File: src/rtl/program_writer_pkg.sv
// Shared definitions for the program loader and the fetch/execute core:
// loader FSM states, instruction opcodes and little-endian byte-lane pick.
package program_writer_pkg;

    typedef enum logic [2:0] {
        S_IDLE = 3'd0,
        S_WR0  = 3'd1,
        S_WR1  = 3'd2,
        S_WR2  = 3'd3,
        S_WR3  = 3'd4,
        S_DONE = 3'd5
    } state_t;

    // Opcodes as seen by the core's fetch (byte p of each instruction).
    localparam logic [7:0] OP_MOV_RC   = 8'd1;  // mov reg,const
    localparam logic [7:0] OP_MOV_RM   = 8'd2;  // mov reg,[addr]
    localparam logic [7:0] OP_MOV_MR   = 8'd3;  // mov [addr],reg
    localparam logic [7:0] OP_ADD      = 8'd4;
    localparam logic [7:0] OP_SETDEBUG = 8'd5;
    localparam logic [7:0] OP_FADD     = 8'd6;
    localparam logic [7:0] OP_FSUB     = 8'd7;

    // Byte k of a word, little-endian (k=0 is bits [7:0]).
    function automatic logic [7:0] byte_lane(input logic [31:0] word, input logic [1:0] k);
        return word[{k, 3'b000} +: 8];
    endfunction

endpackage

File: src/rtl/program_writer.sv
// Streams 32-bit words into a byte-wide RAM as four little-endian bytes,
// starting at address 0, in the same order the core fetches them.
module program_writer
    import program_writer_pkg::*;
#(
    parameter int RAMSIZE = 64,
    parameter int ADDRW   = 8
) (
    input  logic             clk,
    input  logic             reset,
    input  logic             in_valid,
    output logic             in_ready,
    input  logic [31:0]      in_word,
    input  logic             in_last,
    input  logic             restart,
    output logic             ram_we,
    output logic [ADDRW-1:0] ram_addr,
    output logic [7:0]       ram_wdata,
    output logic             load_done,
    output logic             overflow,
    output logic [ADDRW:0]   byte_count
);

    // One extra bit so ptr+4 can exceed RAMSIZE without wrapping.
    localparam logic [ADDRW:0] RAM_END = (ADDRW+1)'(RAMSIZE);

    state_t         state;
    logic [ADDRW:0] ptr;
    logic [ADDRW:0] ptr_plus4;
    logic [31:0]    word_q;
    logic           last_q;
    logic           fits;
    logic [1:0]     cur_lane;
    logic [1:0]     nxt_lane;

    assign ptr_plus4 = ptr + (ADDRW+1)'(4);
    assign fits      = (ptr_plus4 <= RAM_END);
    assign nxt_lane  = cur_lane + 2'd1;

    // Byte lane currently presented on the RAM port.
    always_comb begin
        cur_lane = 2'd0;
        case (state)
            S_WR1:   cur_lane = 2'd1;
            S_WR2:   cur_lane = 2'd2;
            S_WR3:   cur_lane = 2'd3;
            default: cur_lane = 2'd0;
        endcase
    end

    // Loader FSM; every output is set here for the state being entered.
    always_ff @(posedge clk or negedge reset) begin
        if (!reset) begin
            state      <= S_IDLE;
            ptr        <= '0;
            word_q     <= '0;
            last_q     <= 1'b0;
            in_ready   <= 1'b0;
            ram_we     <= 1'b0;
            ram_addr   <= '0;
            ram_wdata  <= '0;
            load_done  <= 1'b0;
            overflow   <= 1'b0;
            byte_count <= '0;
        end else if (restart) begin
            // Abandons any word in progress; bytes already written stay in RAM.
            state      <= S_IDLE;
            ptr        <= '0;
            in_ready   <= 1'b1;
            ram_we     <= 1'b0;
            load_done  <= 1'b0;
            overflow   <= 1'b0;
            byte_count <= '0;
        end else begin
            case (state)
                S_IDLE: begin
                    if (in_valid && in_ready) begin
                        in_ready <= 1'b0;
                        if (!fits) begin
                            overflow <= 1'b1;
                            state    <= S_DONE;
                        end else begin
                            word_q     <= in_word;
                            last_q     <= in_last;
                            ram_we     <= 1'b1;
                            ram_addr   <= ptr[ADDRW-1:0];
                            ram_wdata  <= byte_lane(in_word, 2'd0);
                            byte_count <= ptr;
                            state      <= S_WR0;
                        end
                    end else begin
                        in_ready <= 1'b1;
                    end
                end
                S_WR0, S_WR1, S_WR2: begin
                    ram_addr   <= ptr[ADDRW-1:0] + ADDRW'(nxt_lane);
                    ram_wdata  <= byte_lane(word_q, nxt_lane);
                    byte_count <= ptr + (ADDRW+1)'(nxt_lane);
                    state      <= state_t'(state + 3'd1);
                end
                S_WR3: begin
                    ram_we     <= 1'b0;
                    ptr        <= ptr_plus4;
                    byte_count <= ptr_plus4;
                    if (last_q) begin
                        load_done <= 1'b1;
                        state     <= S_DONE;
                    end else begin
                        in_ready <= 1'b1;
                        state    <= S_IDLE;
                    end
                end
                default: begin
                    // DONE: hold flags, ignore in_valid until restart.
                    in_ready <= 1'b0;
                    ram_we   <= 1'b0;
                end
            endcase
        end
    end

endmodule

File: config.mk
export PLATFORM = sky130hd
export DESIGN_NAME = program_writer
export DESIGN_NICKNAME = d
export VERILOG_FILES = /design/src/rtl/program_writer_pkg.sv /design/src/rtl/program_writer.sv
export SDC_FILE = /design/constraint.sdc
export NUM_CORES = 1
export LEC_CHECK = 0
export ABC_AREA = 1
export BUFFER_PORTS_ARGS = -buffer_cell sky130_fd_sc_hd__buf_2
export CAP_MARGIN = 10
export CORE_MARGIN = 3
export CORE_UTILIZATION = 40
export DETAILED_ROUTE_END_ITERATION = 10
export GPL_TIMING_DRIVEN = 0
export PLACE_DENSITY = 0.7
export SLEW_MARGIN = 20
export SYNTH_ARGS = -nofsm -noshare
export SYNTH_HDL_FRONTEND = slang
export SYNTH_SLANG_ARGS = --single-unit
File: constraint.sdc
create_clock -name clk -period 1.9 [get_ports clk]
set_input_delay 0.38 -clock clk [delete_from_list [all_inputs] [get_ports clk]]
set_output_delay 0.38 -clock clk [all_outputs]
set_load 0.01 [all_outputs]
==> flow_metrics.py <==
metrics = {
    "outcome": {
        "status": "finished clean",
    },
    "timing": {
        "period_minus_slack_ns": 1.85,
        "clock.fmax_mhz": 541,
        "finalSetupViolations": 0,
        "worst_slack_ns": 0.0528,
        "fin_skew_ns": 0.0108,
        "hold_viol": 0,
        "final_max_slew_viol_count": 0,
        "post-route-period-util": 0.972,
        "hold_ws_ns": 0.268,
        "rsz0062_at_grt": "true",
    },
    "clocking": {
        "clk-insertion-delay-late_ns": 0.35,
        "cts_made_buffers": 9,
        "h-tree-depth": 3,
        "cts.sinks": 72,
        "clk_pin_slew_ns": 0.08,
        "clockBufferDepth": 2,
        "cts_root_buffer": "clkbuf_8",
        "tritoncts": "built",
    },
    "yosys": {
        "synth_area_um2": 3860,
        "synthAdderAreaFrac": 0.0259,
        "synth-compound-area-share": 0.104,
        "synth_fp_nets": 553,
        "synthSimpleGateAreaFrac": 0.313,
        "synth_top_family_by_area": "simple AND/OR/NAND/NOR gates",
        "synth_edf_count": 0,
        "synth-xor-area-share": 0,
        "yosysWarnings": 0,
        "postSynthAreaPerCell_um2": 7.60,
        "synth.area.mux_share": 0,
        "yosysUniqueCellTypes": 32,
        "ys_ff_latch": 72,
        "synthArstFlopShare": 1.00,
        "synth-seq-area-share": 0.466,
        "netlist_instances": 508,
        "synth-main-ff-cell": "dfrtp_1",
    },
    "route": {
        "drt-vias-per-instance": 4.90,
        "drc": 0,
        "drtIter0Drc": 236,
        "wl_per_cell_um": 13.6,
        "first_pass_iters": 5,
        "via_count": 3616,
        "wirelength_mm": 10.0,
        "ant_nets": 0,
    },
    "layout": {
        "syn2layout_area_growth_pct": 26.5,
        "nets": 650,
        "final_area_um2": 4880,
        "num_antenna_cells": 0,
        "drive_gt1_frac": 0.273,
        "final_util": 0.524,
        "final_cells": 738,
    },
    "global_routing": {
        "use_met3": 0.0391,
        "grt_antenna_before_repair": 0,
        "overflow": 0,
        "grt_pass1_wl_mm": 16.7,
        "top_usage_layer": "met2",
        "grt_util_met1": 0.250,
        "grt_pass1_vias": 3486,
        "grt_start_max_net_pins": 54,
        "track_usage": 0.189,
        "use_met2": 0.314,
    },
    "setup_path": {
        "r2r_start": "state[1]$_DFFE_PN0P_",
        "worstPathMaxFanout": 9,
        "worstSetupEndpointType": "register",
        "worstPathRequired_ns": 2.15,
        "cp-startpoint": "state[1]$_DFFE_PN0P_",
        "worstRegToRegCells": 11,
        "path_class": "reg2reg",
        "r2r-end": "byte_count[1]$_DFFE_PN0P_",
        "r2r_slack_ns": 0.05,
        "cp.arrival_ns": 2.09,
        "cp-start-kind": "register",
        "cp-endpoint": "byte_count[1]$_DFFE_PN0P_",
    },
    "die": {
        "num_io_pins": 66,
        "die-area_um2": 10900,
        "start_util": 0.414,
        "rows": 35,
        "die_w_um": 104,
        "core-area_um2": 9330,
        "die_h_um": 104,
    },
    "power_and_ir_drop": {
        "power_density_nw_per_um2": 1400,
        "power_leakage_uw": 0.00275,
        "ir_drop_mv": 0.515,
    },
    "job": {
        "maxCapViolCount": 0,
    },
    "place": {
        "post-place-cells": 702,
        "dpl-instance-area_um2": 4380,
        "dpl_worst_slack_ns": -0.351,
        "hpwl_mm": 7.10,
        "gp_congestion": 0.828,
        "io_buffers": 64,
    },
    "min_path": {
        "min_path_type": "in2reg",
    },
}
[timing repair]
item,4_1_cts,5_1_grt
endpoints found under the setup margin,61,61
endpoints found under the hold margin,19,0
resized for setup,22,24
pin swaps,5,8
gates cloned,0,2
setup buffers,7,12
hold buffers,1,0
[worst min path at each step]
stage	slack, ns	cells after the start	startpoint	end
6_report	0.27	3	in_word[29]	word_q[29]$_DFFE_PN0P_
5_1_grt	0.27	3	in_word[30]	word_q[30]$_DFFE_PN0P_
4_1_cts	0.26	3	in_word[11]	word_q[11]$_DFFE_PN0P_
3_5_place_dp	0.29	1	reset	byte_count[3]$_DFFE_PN0P_
3_3_place_gp	0.45	2	ram_addr[6]$_DFFE_PN0P_	ram_addr[6]$_DFFE_PN0P_
2_1_floorplan	0.08	0	reset	byte_count[0]$_DFFE_PN0P_
[power breakdown]
part,total [uW],leakage [uW],switching (uW),internal (uW)
Clock,1110,0.0000882,574,535
Sequential,2350,0.000932,300,2050
Combinational,3380,0.00173,2070,1310
[metal layers]
| metal | up-vias | routed length [um] |
|---|---|---|
| met5 | - | 0 |
| met3 | 18 | 559 |
| met4 | 0 | 171 |
| met1 | 1676 | 4340 |
| li1 | 1798 | - |
| met2 | 124 | 4940 |
[cells in the mapped netlist (2+ instances only)]
library cell | number | area, um2
o22ai_1 | 5 | 31.3
o21ai_1 | 5 | 25.0
buf_4 | 3 | 22.5
nand3_1 | 48 | 240
nand2_2 | 5 | 31.3
nand4_1 | 2 | 12.5
o21ai_0 | 30 | 150
ha_1 | 8 | 100
nor2_2 | 2 | 12.5
o211ai_1 | 3 | 22.5
nand2_4 | 3 | 33.8
buf_6 | 6 | 67.6
buf_2 | 3 | 15.0
clkbuf_1 | 4 | 15.0
inv_1 | 51 | 191
a21oi_1 | 9 | 45.0
nor2_1 | 13 | 48.8
dfrtp_1 | 72 | 1800
o21ai_2 | 12 | 105
inv_2 | 6 | 22.5
nand2_1 | 207 | 777
[stage by stage]
step	setup TNS [ns]	power (uW)
3_5_place_dp	-9.95	5260
3_3_place_gp	-7.99	5190
6_report	0	6830
2_1_floorplan	0	4380
5_1_grt	-1.47	7450
4_1_cts	-0.0421	6550
[final cells by class]
cell class / count / area, um2
buffer: 16 / 138
clock buffer: 12 / 155
clock inverter: 3 / 17.5
fill: 914 / 4440
inverter: 58 / 223
multi-input combinational: 362 / 1850
sequential: 72 / 1800
tap: 129 / 161
timing repair buffer: 86 / 532
[logic make-up after synthesis]
group | after synthesis
buf+inv | 75
simple gates | 285
fa+ha+maj | 8
flops | 72
other cells | 1
compound gates | 67
[worst max-delay path, cell delays in order, from the launching register on]
cell and delay, ns:
dfrtp_1 0.41, inv_2 0.11, ha_2 0.20, nand3_4 0.13, nand2_8 0.12, nand2_2 0.07, nand2_4 0.08, inv_4 0.06
ha_1 0.28, nand2_1 0.07, nand3b_1 0.15, nand2_1 0.07
[sequential cells by signal, indices dropped and copies added, names as in the netlist]
| signal | count |
|---|---|
| byte_count | 9 |
| in_ready | 1 |
| last_q | 1 |
| load_done | 1 |
| overflow | 1 |
| ptr | 7 |
| ram_addr | 8 |
| ram_wdata | 8 |
| ram_we | 1 |
| state | 3 |
| word_q | 32 |
[cell usage in the layout, fill, tap and decap left out, drive strengths merged, types with 5 or more instances in the layout]
cell / Yosys / layout
ha: 8 / 8
clkbuf: 4 / 17
buf: 13 / 96
o21ai: 47 / 47
nand3: 50 / 50
o22ai: 5 / 5
nand2: 215 / 216
dfrtp: 72 / 72
nor2: 15 / 15
a21oi: 9 / 9
inv: 58 / 58
Power figures use the tool's default switching activity.
